### src/rtl/seg_pkg.sv
// Shared seven-segment definitions: active-low {a,b,c,d,e,f,g,dp} bit layout
// and the hex glyph table used by every display block.
package seg_pkg;

  localparam logic [7:0] SEG_OFF = 8'hFF;

  localparam int SEG_A_BIT  = 7;
  localparam int SEG_B_BIT  = 6;
  localparam int SEG_C_BIT  = 5;
  localparam int SEG_D_BIT  = 4;
  localparam int SEG_E_BIT  = 3;
  localparam int SEG_F_BIT  = 2;
  localparam int SEG_G_BIT  = 1;
  localparam int SEG_DP_BIT = 0;

  // Returns the glyph with the decimal point dark; callers overwrite bit 0.
  function automatic logic [7:0] hex_to_seg(input logic [3:0] nibble);
    logic [7:0] pat;
    pat = SEG_OFF;
    case (nibble)
      4'h0: pat = 8'b0000_0011;
      4'h1: pat = 8'b1001_1111;
      4'h2: pat = 8'b0010_0101;
      4'h3: pat = 8'b0000_1101;
      4'h4: pat = 8'b1001_1001;
      4'h5: pat = 8'b0100_1001;
      4'h6: pat = 8'b0100_0001;
      4'h7: pat = 8'b0001_1111;
      4'h8: pat = 8'b0000_0001;
      4'h9: pat = 8'b0000_1001;
      4'hA: pat = 8'b0001_0001;
      4'hB: pat = 8'b1100_0001;
      4'hC: pat = 8'b0110_0011;
      4'hD: pat = 8'b1000_0101;
      4'hE: pat = 8'b0110_0001;
      4'hF: pat = 8'b0111_0001;
      default: pat = SEG_OFF;
    endcase
    return pat;
  endfunction

endpackage

### src/rtl/seg_hex_decode.sv
// Combinational nibble-to-glyph decoder, shared by the display blocks so the
// glyph table lives in exactly one place.
module seg_hex_decode
  import seg_pkg::*;
(
  input  logic [3:0] nibble_i,
  output logic [7:0] seg_o
);

  assign seg_o = hex_to_seg(nibble_i);

endmodule

### src/rtl/seg_scan_display.sv
// Multiplexed seven-segment scanner: double-buffered digit data, anti-ghost
// blanking at the start of each slot, leading-zero blanking and PWM dimming.
module seg_scan_display
  import seg_pkg::*;
#(
  parameter  int DIGITS       = 8,
  parameter  int TICK_DIV     = 2048,
  parameter  int BLANK_CYCLES = 16,
  localparam int IDX_W        = $clog2(DIGITS)
) (
  input  logic                  clk_100M,
  input  logic                  rst,
  input  logic                  enable,
  input  logic [4*DIGITS-1:0]   data,
  input  logic [DIGITS-1:0]     dp,
  input  logic [DIGITS-1:0]     digit_en,
  input  logic                  lzb,
  input  logic [3:0]            bright,
  input  logic                  load,
  output logic [IDX_W:0]        sel,
  output logic [7:0]            seg,
  output logic                  frame_done
);

  localparam int               CYC_W     = $clog2(TICK_DIV);
  localparam logic [CYC_W-1:0] CYC_LAST  = CYC_W'(TICK_DIV - 1);
  localparam logic [CYC_W-1:0] BLANK_END = CYC_W'(BLANK_CYCLES);
  localparam logic [IDX_W-1:0] SLOT_LAST = IDX_W'(DIGITS - 1);

  localparam logic PH_BLANK = 1'b0;
  localparam logic PH_SHOW  = 1'b1;
  localparam logic PH_RESET = (BLANK_CYCLES > 0) ? PH_BLANK : PH_SHOW;

  logic [CYC_W-1:0]    cyc_q, cyc_d;
  logic [IDX_W-1:0]    slot_q, slot_d;
  logic                phase_q, phase_d;
  logic                cyc_wrap, boundary;

  logic [4*DIGITS-1:0] active_data_q, shadow_data_q;
  logic [DIGITS-1:0]   active_dp_q, shadow_dp_q;
  logic [DIGITS-1:0]   active_en_q, shadow_en_q;
  logic                pending_q;

  logic [3:0]          nib [DIGITS];
  logic [DIGITS-1:0]   zero_prefix;
  logic [3:0]          cur_nib;
  logic [7:0]          digit_pat;
  logic                lz_blank, pwm_on, show;

  logic [7:0]          seg_q, seg_d;
  logic [IDX_W:0]      sel_q, sel_d;
  logic                frame_done_q;

  // NOTE: every always_comb target gets a default first, so no path can
  // leave it unassigned and infer a latch.
  always_comb begin
    cyc_wrap = (cyc_q == CYC_LAST);
    boundary = cyc_wrap && (slot_q == SLOT_LAST);
    cyc_d    = cyc_wrap ? '0 : cyc_q + 1'b1;
    slot_d   = slot_q;
    if (cyc_wrap) begin
      slot_d = (slot_q == SLOT_LAST) ? '0 : slot_q + 1'b1;
    end
    phase_d  = (cyc_d < BLANK_END) ? PH_BLANK : PH_SHOW;
  end

  // NOTE: sequential state uses non-blocking assignment only, so every
  // register samples the pre-edge value of every other register.
  always_ff @(posedge clk_100M) begin
    if (rst) begin
      cyc_q   <= '0;
      slot_q  <= '0;
      phase_q <= PH_RESET;
    end else begin
      cyc_q   <= cyc_d;
      slot_q  <= slot_d;
      phase_q <= phase_d;
    end
  end

  // NOTE: the digit buffers are reset on purpose: a reset must blank the
  // display and drop any pending load rather than replay stale contents.
  always_ff @(posedge clk_100M) begin
    if (rst) begin
      active_data_q <= '0;
      active_dp_q   <= '0;
      active_en_q   <= '0;
      shadow_data_q <= '0;
      shadow_dp_q   <= '0;
      shadow_en_q   <= '0;
      pending_q     <= 1'b0;
    end else if (load) begin
      shadow_data_q <= data;
      shadow_dp_q   <= dp;
      shadow_en_q   <= digit_en;
      if (boundary) begin
        active_data_q <= data;
        active_dp_q   <= dp;
        active_en_q   <= digit_en;
        pending_q     <= 1'b0;
      end else begin
        pending_q     <= 1'b1;
      end
    end else if (boundary && pending_q) begin
      active_data_q <= shadow_data_q;
      active_dp_q   <= shadow_dp_q;
      active_en_q   <= shadow_en_q;
      pending_q     <= 1'b0;
    end
  end

  // Slot 0 is the most significant nibble; zero_prefix[i] means slots 0..i are all zero.
  always_comb begin
    logic run;
    run = 1'b1;
    for (int i = 0; i < DIGITS; i++) begin
      nib[i]         = active_data_q[4*(DIGITS-i)-1 -: 4];
      run            = run && (nib[i] == 4'h0);
      zero_prefix[i] = run;
    end
  end

  assign cur_nib  = nib[slot_q];
  assign lz_blank = lzb && (slot_q != SLOT_LAST) && zero_prefix[slot_q];
  assign pwm_on   = (cyc_q[3:0] <= bright);
  assign show     = (phase_q == PH_SHOW);

  seg_hex_decode u_hex_decode (
    .nibble_i (cur_nib),
    .seg_o    (digit_pat)
  );

  always_comb begin
    seg_d = SEG_OFF;
    if (show && enable && active_en_q[slot_q] && pwm_on) begin
      seg_d             = lz_blank ? SEG_OFF : digit_pat;
      seg_d[SEG_DP_BIT] = ~active_dp_q[slot_q];
    end
    sel_d = {enable && show, slot_q};
  end

  always_ff @(posedge clk_100M) begin
    if (rst) begin
      seg_q        <= SEG_OFF;
      sel_q        <= '0;
      frame_done_q <= 1'b0;
    end else begin
      seg_q        <= seg_d;
      sel_q        <= sel_d;
      frame_done_q <= boundary;
    end
  end

  assign seg        = seg_q;
  assign sel        = sel_q;
  assign frame_done = frame_done_q;

endmodule
### config.mk
export PLATFORM = sky130hd
export DESIGN_NAME = seg_scan_display
export DESIGN_NICKNAME = d
export VERILOG_FILES = /design/src/rtl/seg_pkg.sv /design/src/rtl/seg_hex_decode.sv /design/src/rtl/seg_scan_display.sv
export SDC_FILE = /design/constraint.sdc
export NUM_CORES = 1
export LEC_CHECK = 0
export CORE_ASPECT_RATIO = 1.1
export CORE_MARGIN = 2
export CORE_UTILIZATION = 55
export DETAILED_ROUTE_END_ITERATION = 10
export DONT_BUFFER_PORTS = 1
export PLACE_DENSITY = 0.66
export REMOVE_ABC_BUFFERS = 1
export SLEW_MARGIN = 20
export SYNTH_ARGS = -nofsm -noshare
export SYNTH_HDL_FRONTEND = slang
export SYNTH_SLANG_ARGS = --single-unit
### constraint.sdc
create_clock -name clk_100M -period 2.9 [get_ports clk_100M]
set_input_delay 0.145 -clock clk_100M [delete_from_list [all_inputs] [get_ports clk_100M]]
set_output_delay 0.145 -clock clk_100M [all_outputs]
set_load 0.05 [all_outputs]
==> impl_metrics.csv <==
group,metric,value,unit
yosys,async_reset_ff_frac,0,
clock_tree,cts-buffers-inserted,17,
yosys,synth-edff-count,0,
critical_path,crit_type,"flip-flop to flip-flop",
timing,fmax,372,MHz
timing,setup_ws,0.209,ns
worst_hold_path,min_path_cells,2,
timing,slew_viol_final,0,
placement,gp_congestion,0.793,
timing,rsz0062_at_grt,"false",
grt,antenna_found_initial,0,
finish,fillers,689,
finish,drive_gt1_frac,0.122,
floorplan,rows,37,
placement,dp_slack,0.572,ns
yosys,ys_warn_count,0,
floorplan,die_area,0.0103,mm^2
critical_path,crit_start,"slot_q[1]",
timing,fin_crit_sh,0.928,
worst_hold_path,worstHoldStart,"rst",
power_and_ir_drop,peakVddDrop,0.383,mV
clock_tree,worstSkewPairLatency,0.52,ns
route,drt-pass1-iter-count,4,
clock_tree,cts_sinks,125,
critical_path,cp_common_cell,"ha_1",
yosys,synth_top_flop_cell,"dfxtp_1",
critical_path,critPathCaptureType,"flip-flop",
finish,stdcell_area,0.00659,mm^2
route,dr_total_vias,3800,
outcome,status,"complete, no violations",
critical_path,crit_path_top_delay_cell,"dfxtp_1",
timing,worst_pin_slew,0.821,ns
route,drc,0,
route,drt_first_iter_violations,160,
yosys,synth_cells,507,
critical_path,ff2ff_path_depth,7,
grt,grt_pass1_vias,3795,
timing,fin_skew,0.00597,ns
grt,grt_max_degree,111,
critical_path,startpoint_type,"flip-flop",
floorplan,coreArea,0.00931,mm^2
timing,period_minus_slack,2.69,ns
floorplan,die_y,106,um
clock_tree,cts_max_path_buffers,2,
route,drt_wl_total,11000,um
placement,dp_hpwl,6460,um
finish,diodes,0,
placement,port_buffers,0,
placement,placed_cell_area,0.00522,mm^2
timing,maxSlewHeadroom,0.448,
clock_tree,cts_resized,0,
clock_tree,cts_setup_buffers,0,
grt,grt_first_pass_wirelength,18300,um
clock_tree,ctsHoldBuffers,73,
critical_path,crit_required,3.37,ns
floorplan,initial_core_util,0.564,
floorplan,die-width,97.2,um
clock_tree,ctsHtreeMaxLevel,4,
clock_tree,cts.clk_slew.worst_paths,0.06,ns
finish,area_delta_synth_final,25.5,%
timing,setup_viol,0,
grt,track_usage,0.224,
yosys,synth.ff_latch_count,125,
power_and_ir_drop,cellLeakagePower,2.50,nW
power_and_ir_drop,p_per_area,633,mW/mm^2
critical_path,max_stage_delay,0.76,ns
critical_path,r2r_start,"slot_q[1]",
timing,hold_viol,0,
yosys,synth_area,0.00525,mm^2
route,final_antenna_net_count,0,
floorplan,ios,70,
job,max_cap_viol_count,0,
yosys,avgSynthCellArea,10.4,um^2
yosys,synthDistinctLibCells,48,
route,viasPerCell,5.44,
critical_path,crit_path_max_fanout,64,
finish,fin_nets,638,
yosys,yosysSeqAreaShare,0.476,
critical_path,path_cells,"ha_1, ha_1, and4b_2, buf_12, nor2_1, a211oi_2, dlygate4sd3_1",
clock_tree,clock-root-buffer,"clkbuf_8",
route,post_drt_wl_per_cell,15.7,um
grt,globalRouteOverflowTotal,0,
power_and_ir_drop,p_total,4.17,mW
clock_tree,cts_tree,"built",
critical_path,critPathArrivalTime,3.16,ns
worst_hold_path,hold_class,"primary input to flip-flop",
-- cell families (layout without fill, tap and decap cells) --
logic type	after synthesis	count (layout)	synth area share
adders and majority gates	13	13	0.0310
AOI/OAI and AO/OA	73	73	0.110
muxes	72	72	0.173
DFF	125	125	0.476
xor gates and xnor gates	11	11	0.0183
and+or+nand+nor	165	165	0.139
buffers and inverters	48	122	0.0526
-- path summary, 6_finish.rpt --
path,endpoint,slack [ns]
worst min-delay path,shadow_data_q[25],0.02
worst max register to register,active_data_q[30],0.21
worst max-delay path,active_data_q[30],0.21
worst min register to register,sel[3],0.44
-- cell usage after synthesis (all sizes together), types with 3 or more instances --
master,number,area [um^2]
a211oi,50,420
a21oi,4,20.0
a31oi,3,18.8
buf,24,186
clkbuf,13,48.8
dfxtp,125,2500
ha,13,163
inv,11,41.3
mux2,4,56.3
mux2i,56,573
mux4,12,278
nand2,8,30.0
nand2b,3,18.8
nand3,6,35.0
nor2,119,447
nor2b,4,25.0
nor3,4,20.0
nor4,8,56.3
o211ai,3,22.5
o21ai,4,20.0
o221ai,3,26.3
or2,3,18.8
xnor2,10,87.6
-- metrics by stage --
stage	setup TNS (ns)	cells	utilization	hold slack, ns
final	0	698	0.708	0.0155
after global routing	0	698	0.708	0.0459
after CTS	0	698	0.708	0.0242
after detailed placement	0	593	0.561	0.230
after global placement	0	593	0.561	0.222
after floorplan	-29.15	470	-	0.210
-- where the power goes --
| part | internal [mW] | total (mW) | switching (mW) | leakage, nW |
|---|---|---|---|---|
| clock | 1.39 | 2.16 | 0.770 | 0.293 |
| combinational | 0.131 | 0.236 | 0.105 | 1.19 |
| sequential | 1.76 | 1.78 | 0.0135 | 1.02 |
| total | 3.28 | 4.17 | 0.889 | 2.50 |
-- state kept, by name, indices dropped and copies added, names as in the netlist --
| signal | cells |
|---|---|
| active_data_q | 32 |
| shadow_data_q | 32 |
| cyc_q | 11 |
| active_dp_q | 8 |
| active_en_q | 8 |
| seg | 8 |
| shadow_dp_q | 8 |
| shadow_en_q | 8 |
| sel | 4 |
| slot_q | 3 |
| frame_done | 1 |
| pending_q | 1 |
| phase_q | 1 |
-- placed cells by master (no fill, tap or decap), types with 5 or more instances in the layout --
master	count
nand2_1	8
a211oi_1	41
nor4_1	7
nand3_1	5
buf_4	5
ha_1	13
mux4_2	10
xnor2_1	10
a211oi_2	9
mux2i_1	55
clkbuf_16	16
dlygate4sd3_1	71
dfxtp_1	125
inv_1	11
nor2_1	119
-- layout make-up --
class,instances,area (um^2),share of cell area
Sequential cell,125,2500,0.380
Multi-Input combinational cell,334,2470,0.375
Timing Repair Buffer,79,816,0.124
Clock buffer,17,414,0.0628
Clock inverter,15,198,0.0300
Tap cell,117,146,0.0222
Inverter,11,41.3,0.00626
-- critical path, delay by kind of cell, from the launching register on --
family,cells,cell delay [ns]
buf+inv,2,0.82
flops,1,0.76
fa+ha+maj,2,0.48
simple gates,2,0.37
compound gates,1,0.19
-- per-layer routing --
layer  GRT usage  share of wire
met5           0              0
met4      0.0895          0.016
met3      0.0677          0.046
met2       0.361           0.48
met1       0.281           0.45
Power figures use the tool's default switching activity.
